$ cat config.mk
export PLATFORM = sky130hd
export DESIGN_NAME = sc_io_hex_out
export DESIGN_NICKNAME = d
export VERILOG_FILES = /design/src/rtl/sc_io_hex_out.sv
export SDC_FILE = /design/constraint.sdc
export NUM_CORES = 1
export LEC_CHECK = 0
export BUFFER_PORTS_ARGS = -buffer_cell sky130_fd_sc_hd__clkbuf_2
export CORE_UTILIZATION = 29
export DETAILED_ROUTE_END_ITERATION = 6
export GPL_TIMING_DRIVEN = 0
export PLACE_DENSITY = 0.44
export RECOVER_POWER = 25
export SLEW_MARGIN = 15
export SYNTH_ARGS = -nofsm -noshare
export SYNTH_HDL_FRONTEND = slang
export SYNTH_SLANG_ARGS = --single-unit
$ cat constraint.sdc
create_clock -name clock -period 8.75 [get_ports clock]
set_input_delay 0.4375 -clock clock [delete_from_list [all_inputs] [get_ports clock]]
set_output_delay 0.4375 -clock clock [all_outputs]
set_load 0.05 [all_outputs]
$ cat src/rtl/sc_io_hex_out.sv
// rtl/sc_io_hex_out.sv - memory-mapped output ports driving six 7-segment displays
// Stores are captured per port and converted to two decimal digits by one shared double-dabble engine.
module sc_io_hex_out #(
  parameter logic [7:0] ADDR_P0 = 8'h80,
  parameter logic [7:0] ADDR_P1 = 8'h84,
  parameter logic [7:0] ADDR_P2 = 8'h88
) (
  input  logic        clock,
  input  logic        reset,
  input  logic [7:0]  addr,
  input  logic [31:0] wdata,
  input  logic        wmem,
  output logic [31:0] rdata,
  output logic        busy,
  output logic [6:0]  hex0,
  output logic [6:0]  hex1,
  output logic [6:0]  hex2,
  output logic [6:0]  hex3,
  output logic [6:0]  hex4,
  output logic [6:0]  hex5
);

  typedef enum logic [1:0] {
    S_IDLE  = 2'd0,
    S_LOAD  = 2'd1,
    S_SHIFT = 2'd2,
    S_STORE = 2'd3
  } state_t;

  state_t      state_q;
  logic [31:0] p0_q, p1_q, p2_q;
  logic [2:0]  pending_q, pending_d;
  logic [1:0]  sel_q;
  logic [6:0]  bin_q;
  logic [7:0]  bcd_q;
  logic [2:0]  cnt_q;
  logic [6:0]  hex0_q, hex1_q, hex2_q, hex3_q, hex4_q, hex5_q;

  logic [2:0]  wr_sel;
  logic [2:0]  clr_mask;
  logic [1:0]  pick;
  logic [31:0] pick_val;
  logic [6:0]  clamp_val;
  logic [7:0]  bcd_adj;
  logic [7:0]  bcd_sh;
  logic [6:0]  bin_sh;

  function automatic logic [6:0] seg7(input logic [3:0] d);
    case (d)
      4'd0:    seg7 = 7'h40;
      4'd1:    seg7 = 7'h79;
      4'd2:    seg7 = 7'h24;
      4'd3:    seg7 = 7'h30;
      4'd4:    seg7 = 7'h19;
      4'd5:    seg7 = 7'h12;
      4'd6:    seg7 = 7'h02;
      4'd7:    seg7 = 7'h78;
      4'd8:    seg7 = 7'h00;
      4'd9:    seg7 = 7'h10;
      default: seg7 = 7'h7F;
    endcase
  endfunction

  always_comb begin
    wr_sel[0] = wmem && (addr == ADDR_P0);
    wr_sel[1] = wmem && (addr == ADDR_P1);
    wr_sel[2] = wmem && (addr == ADDR_P2);

    rdata = 32'd0;
    if (addr == ADDR_P0)      rdata = p0_q;
    else if (addr == ADDR_P1) rdata = p1_q;
    else if (addr == ADDR_P2) rdata = p2_q;

    if (pending_q[0])      pick = 2'd0;
    else if (pending_q[1]) pick = 2'd1;
    else                   pick = 2'd2;

    case (pick)
      2'd0:    pick_val = p0_q;
      2'd1:    pick_val = p1_q;
      default: pick_val = p2_q;
    endcase
    clamp_val = (pick_val > 32'd99) ? 7'd99 : pick_val[6:0];

    clr_mask = 3'b000;
    if (state_q == S_IDLE && (|pending_q)) clr_mask = 3'b001 << pick;
    // A store landing on the same edge as the clear keeps the port pending.
    pending_d = (pending_q & ~clr_mask) | wr_sel;

    bcd_adj[3:0] = (bcd_q[3:0] >= 4'd5) ? bcd_q[3:0] + 4'd3 : bcd_q[3:0];
    bcd_adj[7:4] = (bcd_q[7:4] >= 4'd5) ? bcd_q[7:4] + 4'd3 : bcd_q[7:4];
    bcd_sh = {bcd_adj[6:0], bin_q[6]};
    bin_sh = {bin_q[5:0], 1'b0};
  end

  always_ff @(posedge clock or posedge reset) begin
    if (reset) begin
      p0_q <= 32'd0;
      p1_q <= 32'd0;
      p2_q <= 32'd0;
    end else begin
      if (wr_sel[0]) p0_q <= wdata;
      if (wr_sel[1]) p1_q <= wdata;
      if (wr_sel[2]) p2_q <= wdata;
    end
  end

  // The load work (select, clamp, clear accumulator) happens on the edge entering LOAD,
  // so the seven shifts land on the following seven edges and the digits on the next.
  always_ff @(posedge clock or posedge reset) begin
    if (reset) begin
      state_q   <= S_IDLE;
      pending_q <= 3'b000;
      sel_q     <= 2'd0;
      bin_q     <= 7'd0;
      bcd_q     <= 8'd0;
      cnt_q     <= 3'd0;
      hex0_q    <= 7'h7F;
      hex1_q    <= 7'h7F;
      hex2_q    <= 7'h7F;
      hex3_q    <= 7'h7F;
      hex4_q    <= 7'h7F;
      hex5_q    <= 7'h7F;
    end else begin
      pending_q <= pending_d;
      case (state_q)
        S_IDLE: begin
          if (|pending_q) begin
            sel_q   <= pick;
            bin_q   <= clamp_val;
            bcd_q   <= 8'd0;
            cnt_q   <= 3'd7;
            state_q <= S_LOAD;
          end
        end
        S_LOAD, S_SHIFT: begin
          if (cnt_q == 3'd0) begin
            case (sel_q)
              2'd0: begin
                hex1_q <= seg7(bcd_q[7:4]);
                hex0_q <= seg7(bcd_q[3:0]);
              end
              2'd1: begin
                hex3_q <= seg7(bcd_q[7:4]);
                hex2_q <= seg7(bcd_q[3:0]);
              end
              default: begin
                hex5_q <= seg7(bcd_q[7:4]);
                hex4_q <= seg7(bcd_q[3:0]);
              end
            endcase
            state_q <= S_STORE;
          end else begin
            bcd_q   <= bcd_sh;
            bin_q   <= bin_sh;
            cnt_q   <= cnt_q - 3'd1;
            state_q <= S_SHIFT;
          end
        end
        S_STORE: state_q <= S_IDLE;
        default: state_q <= S_IDLE;
      endcase
    end
  end

  assign busy = (state_q != S_IDLE);
  assign hex0 = hex0_q;
  assign hex1 = hex1_q;
  assign hex2 = hex2_q;
  assign hex3 = hex3_q;
  assign hex4 = hex4_q;
  assign hex5 = hex5_q;

endmodule

==> flow_metrics.py, run 1 <==
metrics = {
    "outcome": {
        "outcome": "finished, violations left",
        "violations": "DRC, capacitance limit, slew limit",
    },
    "setup_path": {
        "crit_family": "buffers and inverters",
        "worstPathRequired_ns": 8.51,
        "worst_setup_path_start_kind": "input port",
        "slowest_stage": "clkinvlp_2",
        "cp_slowest_stage_delay_ns": 2.47,
        "cp.arrival_ns": 3.03,
        "cp_num_buf_inv": 2,
        "crit_type": "input port to async pin",
        "crit_start": "reset",
        "cp_cell_sequence": "clkbuf_1 > clkinvlp_2",
        "cp-end-kind": "async pin",
        "reg2reg_from": "pending_q[1]",
        "crit_fanout": 96,
    },
    "clocking": {
        "cts_tree": "yes",
        "cts_max_path_buffers": 2,
        "htree_levels": 4,
        "clk_pin_slew_ns": 0.08,
        "cts_setup_buffers": 0,
        "cts_made_buffers": 17,
        "cts_sinks": 163,
        "cts_resized": 0,
        "holdBufCountCts": 0,
        "cts_root_buffer": "clkbuf_16",
        "clock_latency_ns": 0.44,
    },
    "routing": {
        "ant_nets": 0,
        "wire_per_inst_um": 17.72,
        "vias": 5909,
        "drt-vias-per-instance": 4.855,
        "drc": 3,
        "drt-initial-drc-count": 378,
        "first_pass_iters": 7,
        "wl_mm": 21.57,
    },
    "logic_synthesis": {
        "yosysMostFrequentCell": "dfrtp_1",
        "synth_top_cell_by_area": "dfrtp_1",
        "synth_nets": 790,
        "synth_top_area_share_pct": 38.56,
        "ys_top_cells_by_count": "dfrtp_1, mux2_2, nor2_1, nand2_1, o21ai_0",
        "synth_edf_count": 0,
        "ys_types": 44,
        "async_flop_share_pct": 100.0,
        "yosysSeqAreaShare_pct": 52.61,
        "yosys_most_used_dff": "dfrtp_1",
        "synth_warnings": 0,
        "postSynthAreaPerCell_sq_um": 10.70,
        "ys_top_cells_by_area": "dfrtp_1, mux2_2, dfstp_2",
        "synth_seq_cells": 163,
        "synthCells": 734,
        "synth.cell_area_sq_mm": 0.007853,
    },
    "cells_and_area": {
        "antenna_cells_inserted": 0,
        "nNetsFinal": 925,
        "n_fill_cell": 2752,
        "final_cells": 1217,
        "regArea_sq_mm": 0.004131,
        "synthToLayoutAreaGrowth_pct": 20.51,
        "layout-drive-gt1-share_pct": 34.81,
        "multi_input_area_sq_mm": 0.003475,
    },
    "floorplan": {
        "core-area_sq_mm": 0.02628,
        "dieHeight_um": 166.6,
        "die_area_sq_mm": 0.02774,
        "die-width_um": 166.6,
        "initial_core_util_pct": 29.88,
        "ios": 118,
        "rows": 59,
    },
    "sta": {
        "setup_viol": 0,
        "fin_skew_ns": 0.01643,
        "rsz0062_at_grt": "false",
        "fmax_ghz": 0.3060,
        "drv_slew": 96,
        "max_slew_margin_pct": -196.0,
        "worstMarginPinSlew_ns": 4.416,
        "setup-tns-final_ns": 0,
        "hold_viol_final": 0,
        "fin_crit_ns": 3.268,
        "min_period_over_period_pct": 37.35,
    },
    "power": {
        "internal_power_uw": 1534,
        "pwr-share-seq_pct": 39.0,
        "finalPower_uw": 2483,
        "peakVddDrop_v": 0.0001012,
        "power_leakage_uw": 0.004464,
        "combPwrFrac_pct": 30.6,
        "p_per_area_mw_per_mm2": 262.4,
        "p_switching_uw": 949.0,
        "swShare_pct": 38.22,
        "power_frac_clock_pct": 30.4,
    },
    "global_routing": {
        "grt-ovfl-total": 0,
        "grt_usage_pct": 16.24,
        "grt_max_degree": 97,
        "antenna_found_initial": 0,
        "grt_pass1_vias": 6009,
        "grt_pass1_wl_mm": 34.85,
    },
    "min_path": {
        "hold_class": "input port to flip-flop",
        "hp-start": "wdata[22]",
    },
    "placement": {
        "gp_congestion": 0.7580,
        "port_buffers": 115,
        "dp_cells": 1185,
        "place_hpwl_mm": 15.35,
    },
    "job": {
        "max-cap-violations": 1,
    },
}
state kept, by name, summed over array words and instances (netlist names), 7 cells and up:
| signal | flops |
|---|---|
| bcd_q | 8 |
| hex5 | 7 |
| p2_q | 32 |
| p0_q | 32 |
| hex2 | 7 |
| hex0 | 7 |
| hex3 | 7 |
| hex4 | 7 |
| hex1 | 7 |
| bin_q | 7 |
| p1_q | 32 |
metrics by stage:
step / setup WS [ns] / util [%] / instance area [sq um] / hold slack (ns)
floorplan: 3.977 / - / 7853 / 0.4396
global placement: 1.543 / 33.67 / 8847 / 0.4560
detailed placement: 5.789 / 33.80 / 8882 / 0.4641
CTS: 5.775 / 36.04 / 9470 / 0.1623
global route: 4.721 / 36.01 / 9463 / 0.2460
finish: 5.482 / 36.01 / 9463 / 0.2601
area by class of cell:
cell class	count	share of cell area, %
Clock inverter	12	1.150
Tap cell	335	4.429
Multi-Input combinational cell	510	36.72
Buffer	44	1.930
Inverter	17	0.6876
Timing Repair Buffer	116	6.360
Sequential cell	163	43.66
Clock buffer	20	5.064
kinds of logic (layout without fill, tap and decap cells):
family          Yosys count  count (layout)  share of synthesized area [%]
compound gates          140             140                          9.767
xor+xnor                  4               4                         0.4461
fa+ha+maj                13              13                          2.071
buf+inv                  61             209                          3.139
flops                   163             163                          52.61
mux                     145             145                          20.16
simple gates            208             208                          11.81
path summary, 6_finish.rpt:
check                             end  slack [ns]  cells past startpoint
hold reg to reg              cnt_q[0]        0.48                      1
hold / removal               p2_q[22]        0.26                      2
max in group clock           rdata[6]        5.78                      7
setup reg to reg             bin_q[1]        6.28                      7
min in group asynchronous  state_q[1]        1.34                      2
setup / recovery             bcd_q[7]        5.48                      2
power groups by stage:
stage	Combinational [uW]	Sequential [uW]	Clock [uW]
2_1_floorplan	385	1150	0
3_3_place_gp	764	983	0
3_5_place_dp	765	984	0
4_1_cts	767	970	773
5_1_grt	841	985	807
6_report	760	968	755
metal layers:
| metal | track usage [%] | share of wire (%) | vias to the layer above |
|---|---|---|---|
| li1 | - | - | 2842 |
| met1 | 21.85 | 48 | 2950 |
| met2 | 26.89 | 48 | 97 |
| met3 | 2.828 | 2.9 | 20 |
| met4 | 4.267 | 1.2 | 0 |
| met5 | 0 | 0 | - |
cell usage in the layout, fill, tap and decap left out, types with 7 or more instances in the layout:
cell type | synthesis | routed
dfrtp_1 | 121 | 121
clkbuf_2 | 0 | 114
mux2_2 | 105 | 105
nor2_1 | 82 | 82
nand2_1 | 75 | 75
o21ai_0 | 66 | 66
a21oi_1 | 48 | 48
dfstp_2 | 42 | 42
mux2i_1 | 40 | 40
clkbuf_1 | 31 | 33
clkbuf_16 | 0 | 19
inv_1 | 17 | 16
nor4_1 | 15 | 15
ha_1 | 13 | 13
nand3_1 | 7 | 7
nor3_1 | 7 | 7
Note: power is estimated with default switching activity, not from simulation.
==> inputs of run 2 (changes only) <==
--- a/config.mk
+++ b/config.mk
@@ -5,11 +5,12 @@
 export SDC_FILE = /design/constraint.sdc
 export NUM_CORES = 1
 export LEC_CHECK = 0
+export ABC_AREA = 1
 export BUFFER_PORTS_ARGS = -buffer_cell sky130_fd_sc_hd__clkbuf_2
 export CORE_UTILIZATION = 29
 export DETAILED_ROUTE_END_ITERATION = 6
 export GPL_TIMING_DRIVEN = 0
-export PLACE_DENSITY = 0.44
+export PLACE_DENSITY = 0.46
 export RECOVER_POWER = 25
 export SLEW_MARGIN = 15
 export SYNTH_ARGS = -nofsm -noshare
==> constraint.sdc (replaced) <==
create_clock -name clock -period 3 [get_ports clock]
set_input_delay 0.15 -clock clock [delete_from_list [all_inputs] [get_ports clock]]
set_output_delay 0.15 -clock clock [all_outputs]
set_load 0.05 [all_outputs]
==> run 2 against run 1 <==
The flow finishes with violations (capacitance limit, slew limit). Synthesized area rose by 0.21%. Combinational power rose to 4.3 times the previous value. Final cell count rose by 17%. Synthesized cell count rose by 24%. Critical path type is now flip-flop to flip-flop. Largest cell class unchanged.
==> flow_metrics.py, run 2 <==
metrics = {
    "global_routing": {
        "grt_usage_pct": 17.52,
        "grt_pass1_vias": 6694,
        "grt-ovfl-total": 0,
        "grt_pass1_wl_mm": 37.69,
        "antenna_found_initial": 0,
        "grt_max_degree": 35,
    },
    "logic_synthesis": {
        "yosys_most_used_dff": "dfrtp_1",
        "synth_edf_count": 0,
        "synth_top_cell_by_area": "dfrtp_1",
        "synth_top_area_share_pct": 38.48,
        "ys_types": 40,
        "ys_top_cells_by_count": "nand2_1, dfrtp_1, inv_1, nor2_1, o21ai_1",
        "synthCells": 913,
        "synth.cell_area_sq_mm": 0.007869,
        "ys_top_cells_by_area": "dfrtp_1, dfstp_2, nand2_1",
        "postSynthAreaPerCell_sq_um": 8.619,
        "async_flop_share_pct": 100.0,
        "yosysSeqAreaShare_pct": 52.50,
        "synth_warnings": 0,
        "synth_nets": 969,
        "yosysMostFrequentCell": "nand2_1",
        "synth_seq_cells": 163,
    },
    "setup_path": {
        "crit_type": "flip-flop to flip-flop",
        "reg2reg_from": "state_q[0]",
        "crit_start": "state_q[0]",
        "critPathCapture": "hex0[4]",
        "cp.arrival_ns": 2.85,
        "crit_fanout": 10,
        "rr_worst_depth": 7,
        "r2r_slack_ns": 0.51,
        "cp-end-kind": "flip-flop",
        "worst_setup_path_start_kind": "flip-flop",
        "r2r_end": "hex0[4]",
        "worstPathRequired_ns": 3.36,
    },
    "cells_and_area": {
        "antenna_cells_inserted": 0,
        "layout-drive-gt1-share_pct": 25.32,
        "largest_registers": "p0_q (32), p1_q (32), p2_q (32)",
        "synthToLayoutAreaGrowth_pct": 24.30,
        "final_common_cell": "nand2_1",
        "nNetsFinal": 1133,
        "n_fill_cell": 2739,
        "post-route-util_pct": 37.11,
        "final_cells": 1425,
        "layout_common_cells": "nand2_1, dfrtp_1, clkbuf_2",
    },
    "placement": {
        "pre_cts_ws_ns": 0.4807,
        "place_hpwl_mm": 16.55,
        "port_buffers": 117,
        "dp_cells": 1371,
        "gp_congestion": 0.8145,
    },
    "clocking": {
        "cts_setup_buffers": 0,
        "cts_resized": 0,
        "cts_root_buffer": "clkbuf_16",
        "clk_pin_slew_ns": 0.07,
        "cts_tree": "yes",
        "holdBufCountCts": 22,
        "cts_made_buffers": 17,
        "cts_sinks": 163,
        "cts_max_path_buffers": 2,
        "clock_latency_ns": 0.44,
        "htree_levels": 4,
    },
    "power": {
        "peakVddDrop_v": 0.0005014,
        "power_leakage_uw": 0.004761,
        "p_per_area_mw_per_mm2": 882.1,
    },
    "sta": {
        "rsz0062_at_grt": "false",
        "max_slew_margin_pct": -33.08,
        "setup_viol": 0,
        "fin_crit_ns": 2.488,
        "layout_setup_ws_ns": 0.5118,
        "fmax_ghz": 0.4019,
        "worstMarginPinSlew_ns": 1.996,
        "setup-tns-final_ns": 0,
        "hold_viol_final": 0,
        "drv_slew": 26,
        "fin_skew_ns": 0.01301,
        "min_period_over_period_pct": 82.94,
    },
    "routing": {
        "wire_per_inst_um": 16.28,
        "vias": 6628,
        "drt-initial-drc-count": 358,
        "drc": 0,
        "first_pass_iters": 5,
        "wl_mm": 23.20,
        "drt-vias-per-instance": 4.651,
        "ant_nets": 0,
    },
    "floorplan": {
        "ios": 118,
        "die-width_um": 166.7,
        "rows": 59,
        "die_area_sq_mm": 0.02780,
        "initial_core_util_pct": 29.86,
        "dieHeight_um": 166.7,
        "core-area_sq_mm": 0.02635,
    },
    "job": {
        "max-cap-violations": 1,
    },
    "outcome": {
        "violations": "capacitance limit, slew limit",
        "outcome": "finished, violations left",
    },
    "min_path": {
        "hold_class": "input port to flip-flop",
    },
}
[run 2: how the worst min path moves through the flow]
| stage | cells past startpoint | from | to | slack [ns] |
|---|---|---|---|---|
| after floorplan | 2 | wdata[19] | p2_q[19] | 0.31 |
| after global placement | 3 | wdata[21] | p2_q[21] | 0.42 |
| after detailed placement | 3 | reset | p2_q[0] | 0.20 |
| after CTS | 3 | wdata[28] | p2_q[28] | 0.001 |
| after global routing | 3 | wdata[2] | p2_q[2] | 0.007 |
| final | 3 | wdata[2] | p2_q[2] | 0.01 |
[run 2: metrics by stage]
step                      hold WS [ns]  cell area, sq um  power (uW)
after detailed placement        0.1955              8997        6474
after floorplan                 0.3094              7873        5666
final                          0.01244              9781        8627
after global placement          0.4227              8877        6439
after CTS                     0.001030              9798        8724
after global routing          0.007427              9781        9151
[run 2: cells by family (layout without fill, tap and decap cells)]
group / Yosys count / count (layout) / synth area share, %
adder cells (fa/ha/maj): 13 / 13 / 2.067
AND/OR/NAND/NOR: 405 / 405 / 21.63
AO/OA/AOI/OAI: 178 / 178 / 12.21
buffers and inverters: 121 / 298 / 6.965
multiplexers: 30 / 30 / 4.293
XOR/XNOR: 3 / 3 / 0.3340
flip-flops: 163 / 163 / 52.50
[run 2: where the power goes]
group | switching [uW] | internal (uW)
registers | 307 | 2870
clock network | 1030 | 1180
logic | 2280 | 961
[run 2: worst max-delay path, stage by stage, from the launching register on]
cell and delay, ns:
dfrtp_1 0.34, inv_1 0.05, ha_1 0.26, buf_4 0.17, nand3_4 0.13, nor3_2 0.79, buf_4 0.32, mux2_2 0.35
[run 2: per-layer routing]
metal | GRT usage, % | up-vias | share of wire [%]
li1 | - | 3304 | -
met4 | 4.710 | 0 | 1.1
met5 | 0 | - | 0
met2 | 28.57 | 118 | 48
met1 | 24.11 | 3185 | 48
met3 | 2.757 | 21 | 3.3
[run 2: area by class of cell]
class	instances	area, sq um	share of cell area, %
plain buffers	39	240.2	2.456
repair buffers	145	908.4	9.287
well taps	335	419.2	4.286
clock buffers	17	425.4	4.349
multi-input cells	629	3189	32.61
inverters	82	311.5	3.185
flip-flops and latches	163	4131	42.24
clock inverters	15	155.1	1.586
==> inputs of run 3 (changes only) <==
==> constraint.sdc (replaced) <==
create_clock -name clock -period 2.2 [get_ports clock]
set_input_delay 0.11 -clock clock [delete_from_list [all_inputs] [get_ports clock]]
set_output_delay 0.11 -clock clock [all_outputs]
set_load 0.05 [all_outputs]
==> run 3 against run 2 <==
The run now ends clean. Sequential power rose by 37%. Power rose by 37%. Clock-buffer cell count unchanged. Final cell count grew 1.5%. First-iteration DRC count is 3.9% lower. Critical endpoint is now rdata[18].
==> flow_metrics.py, run 3 (synthesis gave the netlist of run 2 again) <==
metrics = {
    "setup_path": {
        "cp.arrival_ns": 1.99,
        "worstPathRequired_ns": 2.09,
        "crit_fanout": 10,
        "cp-end-kind": "output port",
        "crit_type": "input port to output port",
        "worst_setup_path_start_kind": "input port",
    },
    "clocking": {
        "clk_pin_slew_ns": 0.07,
        "cts_root_buffer": "clkbuf_16",
        "cts_tree": "yes",
        "cts_max_path_buffers": 2,
        "cts_made_buffers": 17,
        "clock_latency_ns": 0.44,
        "htree_levels": 4,
        "cts_sinks": 163,
    },
    "global_routing": {
        "grt_usage_pct": 17.58,
        "grt-ovfl-total": 0,
        "grt_util_met2_pct": 28.52,
        "antenna_found_initial": 0,
        "grt_pass1_vias": 6721,
        "grtUsageMet3_pct": 2.685,
        "grtUsageMet1_pct": 24.33,
        "grt_pass1_wl_mm": 37.84,
        "grt_max_degree": 35,
        "grt.busiest_layer": "met2",
    },
    "placement": {
        "place_hpwl_mm": 16.55,
        "gp_congestion": 0.8145,
        "port_buffers": 117,
    },
    "cells_and_area": {
        "largest_registers": "p0_q (32), p1_q (32), p2_q (32)",
        "synthToLayoutAreaGrowth_pct": 26.55,
        "layout_common_cells": "nand2_1, clkbuf_2, dfrtp_1",
        "final_common_cell": "nand2_1",
        "layout-drive-gt1-share_pct": 26.55,
        "n_fill_cell": 2728,
        "nNetsFinal": 1154,
        "antenna_cells_inserted": 0,
    },
    "floorplan": {
        "die_area_sq_mm": 0.02780,
        "ios": 118,
        "die-width_um": 166.7,
        "initial_core_util_pct": 29.86,
        "dieHeight_um": 166.7,
        "core-area_sq_mm": 0.02635,
        "rows": 59,
    },
    "routing": {
        "ant_nets": 0,
        "drt-vias-per-instance": 4.644,
        "wire_per_inst_um": 16.14,
        "drc": 0,
        "wl_mm": 23.34,
        "first_pass_iters": 5,
        "drt-initial-drc-count": 344,
        "vias": 6715,
    },
    "sta": {
        "fin_crit_ns": 2.105,
        "max_slew_margin_pct": 43.20,
        "hold_viol_final": 0,
        "worstMarginPinSlew_ns": 0.8520,
        "rsz0062_at_grt": "false",
        "fin_skew_ns": 0.01327,
        "fmax_ghz": 0.4751,
        "min_period_over_period_pct": 95.66,
        "drv_slew": 0,
        "holdWs_ns": 0.1903,
        "setup_viol": 0,
    },
    "power": {
        "p_per_area_mw_per_mm2": 1190,
        "power_leakage_uw": 0.004869,
        "finalPower_uw": 11850,
        "peakVddDrop_v": 0.0006842,
    },
    "job": {
        "max-cap-violations": 0,
    },
    "min_path": {
        "hold_class": "input port to flip-flop",
    },
    "outcome": {
        "outcome": "completed",
    },
}
## run 3: report_power, final
| part | switching, uW | internal, uW | total (uW) |
|---|---|---|---|
| Combinational | 3150 | 1360 | 4510 |
| Sequential | 431 | 3910 | 4340 |
| Clock | 1390 | 1610 | 3010 |
| Total | 4970 | 6880 | 11900 |
## run 3: repair_timing
item | 4_1_cts | 5_1_grt
pin swaps | 2 | 1
buffers inserted | 6 | 5
hold endpoints to repair | 190 | 0
gates resized for setup | 5 | 13
hold buffers | 33 | 0
setup endpoints to repair | 33 | 36
## run 3: metrics by stage
stage / TNS [ns] / utilization (%) / instances / area, sq um / worst slack (ns)
global route: 0 / 37.79 / 1446 / 9958 / 0.04383
finish: 0 / 37.79 / 1446 / 9958 / 0.09538
CTS: 0 / 37.84 / 1442 / 9973 / 0.02083
floorplan: 0 / - / 913 / 7873 / 0.05349
detailed placement: -3.472 / 34.14 / 1371 / 8997 / -0.3193
global placement: -174.30 / 33.68 / 1365 / 8877 / -1.273
## run 3: layout make-up
type	instances	area, sq um	share of cell area [%]
Timing Repair Buffer	167	1045	10.49
Clock inverter	15	155.1	1.558
Sequential cell	163	4131	41.49
Tap cell	335	419.2	4.209
Buffer	38	246.5	2.475
Multi-Input combinational cell	629	3217	32.30
Inverter	82	319.1	3.204
Clock buffer	17	425.4	4.272
## run 3: final timing paths
path | start | slack, ns | end | cells after the start
min reg2reg | bin_q[0] | 0.48 | bin_q[0] | 2
min | wmem | 0.19 | p0_q[29] | 5
min in group asynchronous | reset | 0.47 | p2_q[0] | 4
max in group asynchronous | reset | 0.41 | p1_q[16] | 6
max | addr[1] | 0.1 | rdata[18] | 9
max reg2reg | pending_q[1] | 0.21 | bin_q[1] | 10
## run 3: layer usage
metal | up-vias | wire, um | share of wire, %
li1 | 3337 | - | -
met1 | 3239 | 11380 | 49
met2 | 114 | 10980 | 47
met3 | 25 | 695 | 3.0
met4 | 0 | 280 | 1.2
met5 | - | 0 | 0
## run 3: critical path: stages
cell and delay [ns]:
clkbuf_2 0.08, or2_4 0.26, nor2_1 0.15, nand3_2 0.26, inv_2 0.22, clkbuf_4 0.27, a21oi_1 0.06, a21oi_1 0.26
clkbuf_2 0.33
